<file path="config.mk">
export PLATFORM = sky130hd
export DESIGN_NAME = reg_file_4x4
export DESIGN_NICKNAME = d
export VERILOG_FILES = /design/src/rtl/reg_file_4x4.sv
export SDC_FILE = /design/constraint.sdc
export NUM_CORES = 1
export LEC_CHECK = 0
export ABC_AREA = 1
export CAP_MARGIN = 20
export CORE_ASPECT_RATIO = 0.5
export CORE_UTILIZATION = 25
export DETAILED_ROUTE_END_ITERATION = 6
export GPL_ROUTABILITY_DRIVEN = 0
export PLACE_DENSITY = 0.48
export SETUP_SLACK_MARGIN = 0.5
export SYNTH_ARGS = -nofsm -noshare
export SYNTH_HDL_FRONTEND = slang
export SYNTH_SLANG_ARGS = --single-unit
</file>
<file path="constraint.sdc">
create_clock -name clk_i -period 1.1 [get_ports clk_i]
set_clock_uncertainty 0.05 [all_clocks]
set_input_delay 0.22 -clock clk_i [delete_from_list [all_inputs] [get_ports clk_i]]
set_output_delay 0.22 -clock clk_i [all_outputs]
set_load 0.005 [all_outputs]
</file>
<file path="src/rtl/reg_file_4x4.sv">
// Register file: DEPTH entries of WIDTH bits, one write port, two registered read ports.
//
// Ports:
//   clk_i      system clock, rising edge
//   rst_i      synchronous active-high reset; clears storage and both read ports
//   we_i       write enable
//   waddr_i    write address
//   wdata_i    write data
//   re_a_i     read request, port A
//   raddr_a_i  read address, port A
//   rdata_a_o  registered read data, port A (holds when idle)
//   rvalid_a_o port A data valid, one pulse per request
//   re_b_i     read request, port B
//   raddr_b_i  read address, port B
//   rdata_b_o  registered read data, port B (holds when idle)
//   rvalid_b_o port B data valid, one pulse per request
module reg_file_4x4 #(
  parameter int unsigned WIDTH  = 4,
  parameter int unsigned DEPTH  = 4,
  parameter int unsigned ADDR_W = 2
) (
  input  logic              clk_i,
  input  logic              rst_i,
  input  logic              we_i,
  input  logic [ADDR_W-1:0] waddr_i,
  input  logic [WIDTH-1:0]  wdata_i,
  input  logic              re_a_i,
  input  logic [ADDR_W-1:0] raddr_a_i,
  output logic [WIDTH-1:0]  rdata_a_o,
  output logic              rvalid_a_o,
  input  logic              re_b_i,
  input  logic [ADDR_W-1:0] raddr_b_i,
  output logic [WIDTH-1:0]  rdata_b_o,
  output logic              rvalid_b_o
);

  logic [WIDTH-1:0] mem_q [DEPTH];
  logic [WIDTH-1:0] mem_d [DEPTH];
  logic [WIDTH-1:0] rdata_a_q, rdata_a_d;
  logic [WIDTH-1:0] rdata_b_q, rdata_b_d;
  logic             rvalid_a_q, rvalid_a_d;
  logic             rvalid_b_q, rvalid_b_d;

  always_comb begin
    for (int i = 0; i < int'(DEPTH); i++) begin
      mem_d[i] = mem_q[i];
    end
    if (we_i) begin
      mem_d[waddr_i] = wdata_i;
    end
  end

  // Reads look at the post-write array, which gives write-to-read bypass
  // on an address match without a separate compare path.
  always_comb begin
    rdata_a_d  = rdata_a_q;
    rdata_b_d  = rdata_b_q;
    rvalid_a_d = re_a_i;
    rvalid_b_d = re_b_i;
    if (re_a_i) begin
      rdata_a_d = mem_d[raddr_a_i];
    end
    if (re_b_i) begin
      rdata_b_d = mem_d[raddr_b_i];
    end
  end

  always_ff @(posedge clk_i) begin
    if (rst_i) begin
      for (int i = 0; i < int'(DEPTH); i++) begin
        mem_q[i] <= '0;
      end
      rdata_a_q  <= '0;
      rdata_b_q  <= '0;
      rvalid_a_q <= 1'b0;
      rvalid_b_q <= 1'b0;
    end else begin
      for (int i = 0; i < int'(DEPTH); i++) begin
        mem_q[i] <= mem_d[i];
      end
      rdata_a_q  <= rdata_a_d;
      rdata_b_q  <= rdata_b_d;
      rvalid_a_q <= rvalid_a_d;
      rvalid_b_q <= rvalid_b_d;
    end
  end

  assign rdata_a_o  = rdata_a_q;
  assign rdata_b_o  = rdata_b_q;
  assign rvalid_a_o = rvalid_a_q;
  assign rvalid_b_o = rvalid_b_q;

endmodule

</file>
==> flow_summary.rst, run 1 <==
.. list-table::
   :header-rows: 1

   * - Metric
     - Value
   * - Per-cell via count in the routed design
     - 5.03
   * - Worst hold endpoint
     - mem_q[0][3]
   * - Leak Pwr
     - 0.00113 uW
   * - ANT cells
     - 0
   * - TritonCTS clock tree
     - yes
   * - Relative slew slack
     - 81.7%
   * - Area growth from synthesis to layout
     - 82.4%
   * - Total Wirelength
     - 5.19 mm
   * - Minimum period implied by the final worst setup slack
     - 1040 ps
   * - Mean post-synth cell area
     - 7.41 um^2
   * - Cell count after synthesis
     - 187
   * - Number of buffers inserted during clock tree synthesis
     - 3
   * - Transition time of the tightest slew-check pin
     - 274 ps
   * - Leading cell type in the layout, fill and taps excluded
     - nand3_1
   * - Deepest level of the CTS H-tree
     - 1
   * - Library cells used by synthesis
     - 15
   * - Pin count of the biggest net entering global routing
     - 14
   * - Total I/O pin count
     - 25
   * - Placeable core area
     - 5130 um^2
   * - Number of warnings issued by yosys
     - 0
   * - Arrival time at the worst endpoint
     - 1200 ps
   * - Violation count after the first detailed-routing iteration
     - 146
   * - Wire length of the first global-routing pass
     - 7.85 mm
   * - Crit Reg-Reg Endpoint
     - rdata_b_o[3]
   * - Post-Route Setup TNS
     - 0 ps
   * - Clock root cell
     - clkbuf_8
   * - Path category of the worst min-delay check
     - in -> reg
   * - Antenna violations before repair
     - 0
   * - Total of endpoints with negative setup slack in the final report
     - 0
   * - Run status
     - completed
   * - Class of the most critical setup path
     - in -> reg
   * - Overall die width
     - 107 um
   * - Post-route antenna net violation count
     - 0
   * - Port Buffers
     - 24
   * - Synthesis-stage register bit count
     - 26
   * - Clock latency of the later-clocked register in the worst-skew pair
     - 270 ps
   * - Final period utilization
     - 94.5%
   * - DP HPWL
     - 3.09 mm
   * - Type of destination of the critical path
     - flop
   * - Most frequent cells in the layout
     - nand3_1, nand3_2, buf_4, nor2_1, dfxtp_1
   * - Max-cap violation count
     - 0
   * - Number of standard cells in the layout, taps in and fillers out
     - 322
   * - Leading cell types by total area after synthesis
     - dfxtp_1, nand3_1, nand4_1
   * - Launch point of the worst reg-to-reg path
     - mem_q[2][3]
   * - Flop2flop setup slack
     - 130 ps
   * - Startpoint of the most critical hold path
     - rst_i
   * - Final Slew Violations
     - 0
   * - Std cell rows
     - 18
   * - Vias in the first global route
     - 1471
   * - Buffer depth of the longest clock path
     - 2
   * - Clock transition at the register clock pins on the worst setup and hold paths after CTS
     - 90 ps
   * - WHS Path Cells
     - 3
   * - Wire length per cell after detailed routing
     - 16.1 um
   * - Depth of the most critical reg-to-reg path
     - 6
   * - Worst supply voltage drop on vdd
     - 0.379 mV
   * - Cell taking the most area after synthesis
     - dfxtp_1
   * - Peak fanout along the critical path
     - 7
   * - Endpoints failing hold
     - 0
   * - Max Freq
     - 962 MHz
   * - Remaining routing DRC violations
     - 0
   * - Netlist Area Pre-Place
     - 1390 um^2
   * - First-pass iteration count of the detailed router
     - 4
   * - Sequential fraction of the synthesis area
     - 37.6%
   * - Proportion of layout cells with a drive suffix above 1
     - 56.0%
   * - Global-route congestion overflow total
     - 0
   * - Count of fill cells added during filler insertion
     - 493
   * - Die height
     - 54.6 um
   * - Placement-stage cell area
     - 1870 um^2
   * - Dpl cells
     - 296
   * - Layout Cell Area excl Fill
     - 2530 um^2
   * - Fraction of post-synthesis cell area in the top cell type by area
     - 37.6%
   * - Total clock sinks
     - 26
   * - Category of the worst setup path launch point
     - input pin
   * - Data required time of the critical path
     - 1260 ps
   * - Die area
     - 5860 um^2
   * - Starting utilization of the core area
     - 27.0%
   * - Post-synth net total
     - 202
   * - P per Cell Area
     - 888 nW/um^2
   * - Unrepaired setup endpoints after global routing
     - yes
   * - Via count
     - 1620
   * - Critical Path Source
     - waddr_i[1]
   * - Fin nets
     - 269
   * - Overall routing resource usage
     - 18.2%
==> final cells by class <==
cell class | count | area [um^2] | share of cell area [%]
inverter | 16 | 85.1 | 3.37
sequential | 26 | 531 | 21.0
tap | 70 | 87.6 | 3.47
clock buffer | 3 | 41.3 | 1.63
timing repair inverter | 2 | 27.5 | 1.09
timing repair buffer | 71 | 791 | 31.3
multi-input combinational | 134 | 963 | 38.1
==> how the worst max path moves through the flow <==
stage	end	slack, ps	depth (start not counted)
2_1_floorplan	rdata_b_o[1]	130	8
3_3_place_gp	rdata_b_o[1]	-640	10
3_5_place_dp	rdata_b_o[1]	-630	10
4_1_cts	rdata_b_o[0]	80	1
5_1_grt	rdata_a_o[3]	30	10
6_report	mem_q[1][3]	60	7
==> power by group <==
group / switching, uW / internal (uW)
Clock: 297 / 246
Combinational: 342 / 342
Sequential: 27.5 / 989
==> repair_timing <==
| item | in CTS | in global routing |
|---|---|---|
| hold buffers | 0 | 0 |
| resized for setup | 163 | 21 |
| pin swaps | 67 | 23 |
| endpoints found under the setup margin | 36 | 36 |
| gates cloned | 9 | 0 |
| endpoints found under the hold margin | 0 | 0 |
| setup buffers | 7 | 7 |
==> cell usage after synthesis (all sizes together) <==
cell type and number:
nor2 18, nand2 24, nand3 60, inv 16, a21oi 16, dfxtp 26, buf 3, nand4 16
dlymetal6s2s 1, clkbuf 7
==> through the flow <==
step | setup WS [ps] | hold WS, ps | utilization (%) | total power (uW)
2_1_floorplan | 126 | 362 | - | 1300
3_3_place_gp | -637 | 409 | 36.4 | 1500
3_5_place_dp | -632 | 417 | 36.4 | 1500
4_1_cts | 78.8 | 412 | 46.7 | 2210
5_1_grt | 27.4 | 335 | 49.2 | 2340
6_report | 60.5 | 337 | 49.2 | 2240
==> per-layer routing <==
metal | global-route usage [%] | part of all wire (%)
met1 | 27.0 | 52
met2 | 27.8 | 41
met3 | 3.33 | 6.3
met4 | 2.97 | 0.56
met5 | 0 | 0
==> cells by family (layout without fill, tap and decap cells) <==
group | Yosys count | count (layout) | synth area share (%)
AND/OR/NAND/NOR | 118 | 118 | 43.9
buffers and inverters | 27 | 92 | 12.7
flip-flops | 26 | 26 | 37.6
AO/OA/AOI/OAI | 16 | 16 | 5.78
==> flip-flops by register name (all words and copies together) (netlist names) <==
name and cells:
rdata_a_o 4, rvalid_b_o 1, mem_q 16, rdata_b_o 4, rvalid_a_o 1
==> critical path: stages <==
cell,delay [ps]
buf_8,100
buf_12,140
inv_12,60
nand4_1,240
buf_4,240
buf_6,100
a21oi_2,90
Note: power is estimated with default switching activity, not from simulation.
==> inputs of run 2 (changes only) <==
--- a/config.mk
+++ b/config.mk
@@ -7,7 +7,7 @@
 export LEC_CHECK = 0
 export ABC_AREA = 1
 export CAP_MARGIN = 20
-export CORE_ASPECT_RATIO = 0.5
+export CORE_ASPECT_RATIO = 2
 export CORE_UTILIZATION = 25
 export DETAILED_ROUTE_END_ITERATION = 6
 export GPL_ROUTABILITY_DRIVEN = 0
==> flow_summary.rst, run 2 (same netlist as run 1, synthesis figures left out) <==
.. list-table::
   :header-rows: 1

   * - Metric
     - Value
   * - Class of the most critical setup path
     - in -> reg
   * - Worst-path cell chain
     - buf_8, buf_12, inv_12, nand4_1, buf_4, buf_6, a21oi_2
   * - ANT cells
     - 0 (unchanged)
   * - Most frequent cells in the layout
     - nand3_2, nand3_1, buf_4, nor2_1
   * - Type of destination of the critical path
     - flop
   * - Peak fanout along the critical path
     - 7 (unchanged)
   * - Met2 global-route usage
     - 30.4% (+2.5 points)
   * - Overall die width
     - 54.6 um (-49%)
   * - Cell Int Power
     - 1570 uW (-0.61%)
   * - Worst hold endpoint
     - rvalid_b_o
   * - P per Cell Area
     - 883 nW/um^2 (-0.55%)
   * - Deepest level of the CTS H-tree
     - 1 (unchanged)
   * - Remaining routing DRC violations
     - 0 (unchanged)
   * - Max-cap violation count
     - 0 (unchanged)
   * - Leak Pwr
     - 0.00112 uW (-0.49%)
   * - Flip-flop count of the largest register, all copies and words added
     - 16 (unchanged)
   * - Clock root cell
     - clkbuf_8
   * - Global-route congestion overflow total
     - 0 (unchanged)
   * - Largest register by flop count
     - mem_q
   * - First-pass iteration count of the detailed router
     - 4 (unchanged)
   * - Wire length of the first global-routing pass
     - 7.81 mm (-0.53%)
   * - TritonCTS clock tree
     - yes
   * - Clock transition at the register clock pins on the worst setup and hold paths after CTS
     - 80 ps (about the same)
   * - Launch point of the worst reg-to-reg path
     - mem_q[3][3]
   * - Endpoints failing hold
     - 0 (unchanged)
   * - Startpoint of the most critical hold path
     - re_b_i
   * - Sw Ratio
     - 29.0% (-0.69 points)
   * - Die height
     - 107 um (+96%)
   * - Area growth from synthesis to layout
     - 80.5%
   * - Violation count after the first detailed-routing iteration
     - 50 (-66%)
   * - Die area
     - 5860 um^2 (unchanged)
   * - Run status
     - completed
   * - Final Slew Violations
     - 0 (unchanged)
   * - Arrival time at the worst endpoint
     - 1240 ps (+40 ps)
   * - Total Wirelength
     - 5.07 mm (-2.3%)
   * - Final WS setup
     - 13.4 ps (-47.1 ps)
   * - Depth of the critical timing path with buffers and inverters included
     - 7 (unchanged)
   * - Starting utilization of the core area
     - 25.8% (-1.2 points)
   * - Dpl cells
     - 284 (-4.1%)
   * - Data required time of the critical path
     - 1260 ps (about the same)
   * - Leading cell type in the layout, fill and taps excluded
     - nand3_2
   * - Clock latency of the later-clocked register in the worst-skew pair
     - 260 ps (about the same)
   * - Proportion of layout cells with a drive suffix above 1
     - 58.1% (+2.1 points)
   * - Share of power burned in combinational logic
     - 30.5% (about the same)
   * - Wire length per cell after detailed routing
     - 16.5 um (+2.1%)
   * - Depth of the most critical reg-to-reg path
     - 6 (unchanged)
   * - Register share of total power
     - 45.9% (+0.6 points)
   * - Slowest-stage cell, CP
     - nand4_1
   * - Buffer depth of the longest clock path
     - 2 (unchanged)
   * - Transition time of the tightest slew-check pin
     - 290 ps (+16.1 ps)
   * - Placeable core area
     - 5370 um^2 (+4.6%)
   * - Per-cell via count in the routed design
     - 5.27 (+4.8%)
   * - Number of standard cells in the layout, taps in and fillers out
     - 308 (-4.3%)
   * - Antenna violations before repair
     - 0 (unchanged)
   * - Total of hold buffers inserted after clock tree synthesis
     - 0 (unchanged)
   * - Fin nets
     - 265 (-1.5%)
   * - Highest-utilization routing layer at the global route stage
     - met2
   * - Total I/O pin count
     - 25 (unchanged)
   * - Net Switching
     - 641 uW (-3.9%)
   * - Unrepaired setup endpoints after global routing
     - yes
   * - Post-Place Setup Slack
     - -678 ps (-45.6 ps)
   * - Final hold slack
     - 331 ps (-5.89 ps)
   * - WHS Path Cells
     - 3 (unchanged)
   * - Total clock sinks
     - 26 (unchanged)
   * - Post-route antenna net violation count
     - 0 (unchanged)
   * - Category of the worst setup path launch point
     - input pin
   * - Relative slew slack
     - 80.6% (-1.1 points)
   * - Path category of the worst min-delay check
     - in -> reg
   * - Max Freq
     - 920 MHz (-4.3%)
   * - Minimum period implied by the final worst setup slack
     - 1090 ps (+47.1 ps)
   * - Via count
     - 1624 (+0.25%)
   * - Std cell rows
     - 38 (+20)
   * - Pin count of the biggest net entering global routing
     - 14 (unchanged)
   * - Met3 routing resource usage after global routing
     - 1.41% (-1.9 points)
   * - Family of cells with the greatest summed delay on the critical path
     - buffers and inverters
   * - Crit Reg-Reg Endpoint
     - rdata_b_o[3]
   * - Buffer and inverter count on the worst path
     - 5 (unchanged)
   * - Flop2flop setup slack
     - 130 ps (about the same)
   * - Count of fill cells added during filler insertion
     - 532 (+7.9%)
   * - Total of endpoints with negative setup slack in the final report
     - 0 (unchanged)
   * - Worst supply voltage drop on vdd
     - 0.572 mV (+51%)
   * - Number of buffers inserted during clock tree synthesis
     - 3 (unchanged)
   * - DP HPWL
     - 3.33 mm (+8.0%)
   * - Overall routing resource usage
     - 18.5% (+0.23 points)
   * - Clk pwr share
     - 23.6% (-0.6 points)
   * - Final period utilization
     - 98.8% (+4.3 points)
   * - Vias in the first global route
     - 1648 (+12%)
   * - Highest cell delay on the worst timing path
     - 250 ps (about the same)
   * - Port Buffers
     - 24 (unchanged)
   * - Grt met1 use
     - 20.2% (-6.8 points)
[run 2: timing repair]
action / in CTS / in global routing
cloned: 7 / 2
setup buffers: 8 / 4
pin swaps: 39 / 28
setup endpoints to repair: 36 / 35
gates resized for setup: 151 / 30
[run 2: per-stage QoR]
step	utilization, %	instance area [um^2]	TNS, ps	power [uW]
CTS	42.7	2290	0	2180
finish	46.5	2500	0	2210
global placement	34.5	1850	-11670	1510
floorplan	-	1460	0	1300
detailed placement	34.5	1850	-11760	1510
global route	46.5	2500	0	2330
[run 2: final cells by class]
type | count | area (um^2) | share of cell area (%)
timing repair buffer | 67 | 761 | 30.4
clock buffer | 3 | 41.3 | 1.65
multi-input combinational | 134 | 996 | 39.8
tap | 60 | 75.1 | 3.00
timing repair inverter | 2 | 16.3 | 0.651
sequential | 26 | 533 | 21.3
inverter | 16 | 77.6 | 3.10
[run 2: worst max-delay path by stage]
stage,from,to,slack (ps)
CTS,rdata_a_o[1],rdata_a_o[1],100
finish,waddr_i[1],mem_q[0][3],10
global route,waddr_i[1],mem_q[0][3],2
floorplan,waddr_i[1],rdata_b_o[1],130
detailed placement,waddr_i[0],rdata_b_o[3],-680
global placement,waddr_i[0],rdata_b_o[3],-670
[run 2: per-layer routing]
metal	vias to the layer above	wire, um
met4	0	366
met1	766	1840
li1	772	-
met3	24	159
met2	62	2700
met5	-	0
[run 2: worst reg2reg max path: stages (launching register included)]
cell     delay, ps
dfxtp_1        320
nand2_2        100
nand3_2        100
nand3_1        130
nand3_1         80
nand2_1         70
inv_1           30
[run 2: power by group through the flow]
| stage | Sequential, uW | Clock [uW] | Combinational, uW |
|---|---|---|---|
| after global placement | 1030 | 0 | 485 |
| after floorplan | 1030 | 0 | 277 |
| after global routing | 1020 | 599 | 717 |
| final | 1010 | 522 | 673 |
| after detailed placement | 1030 | 0 | 483 |
| after CTS | 1010 | 566 | 600 |
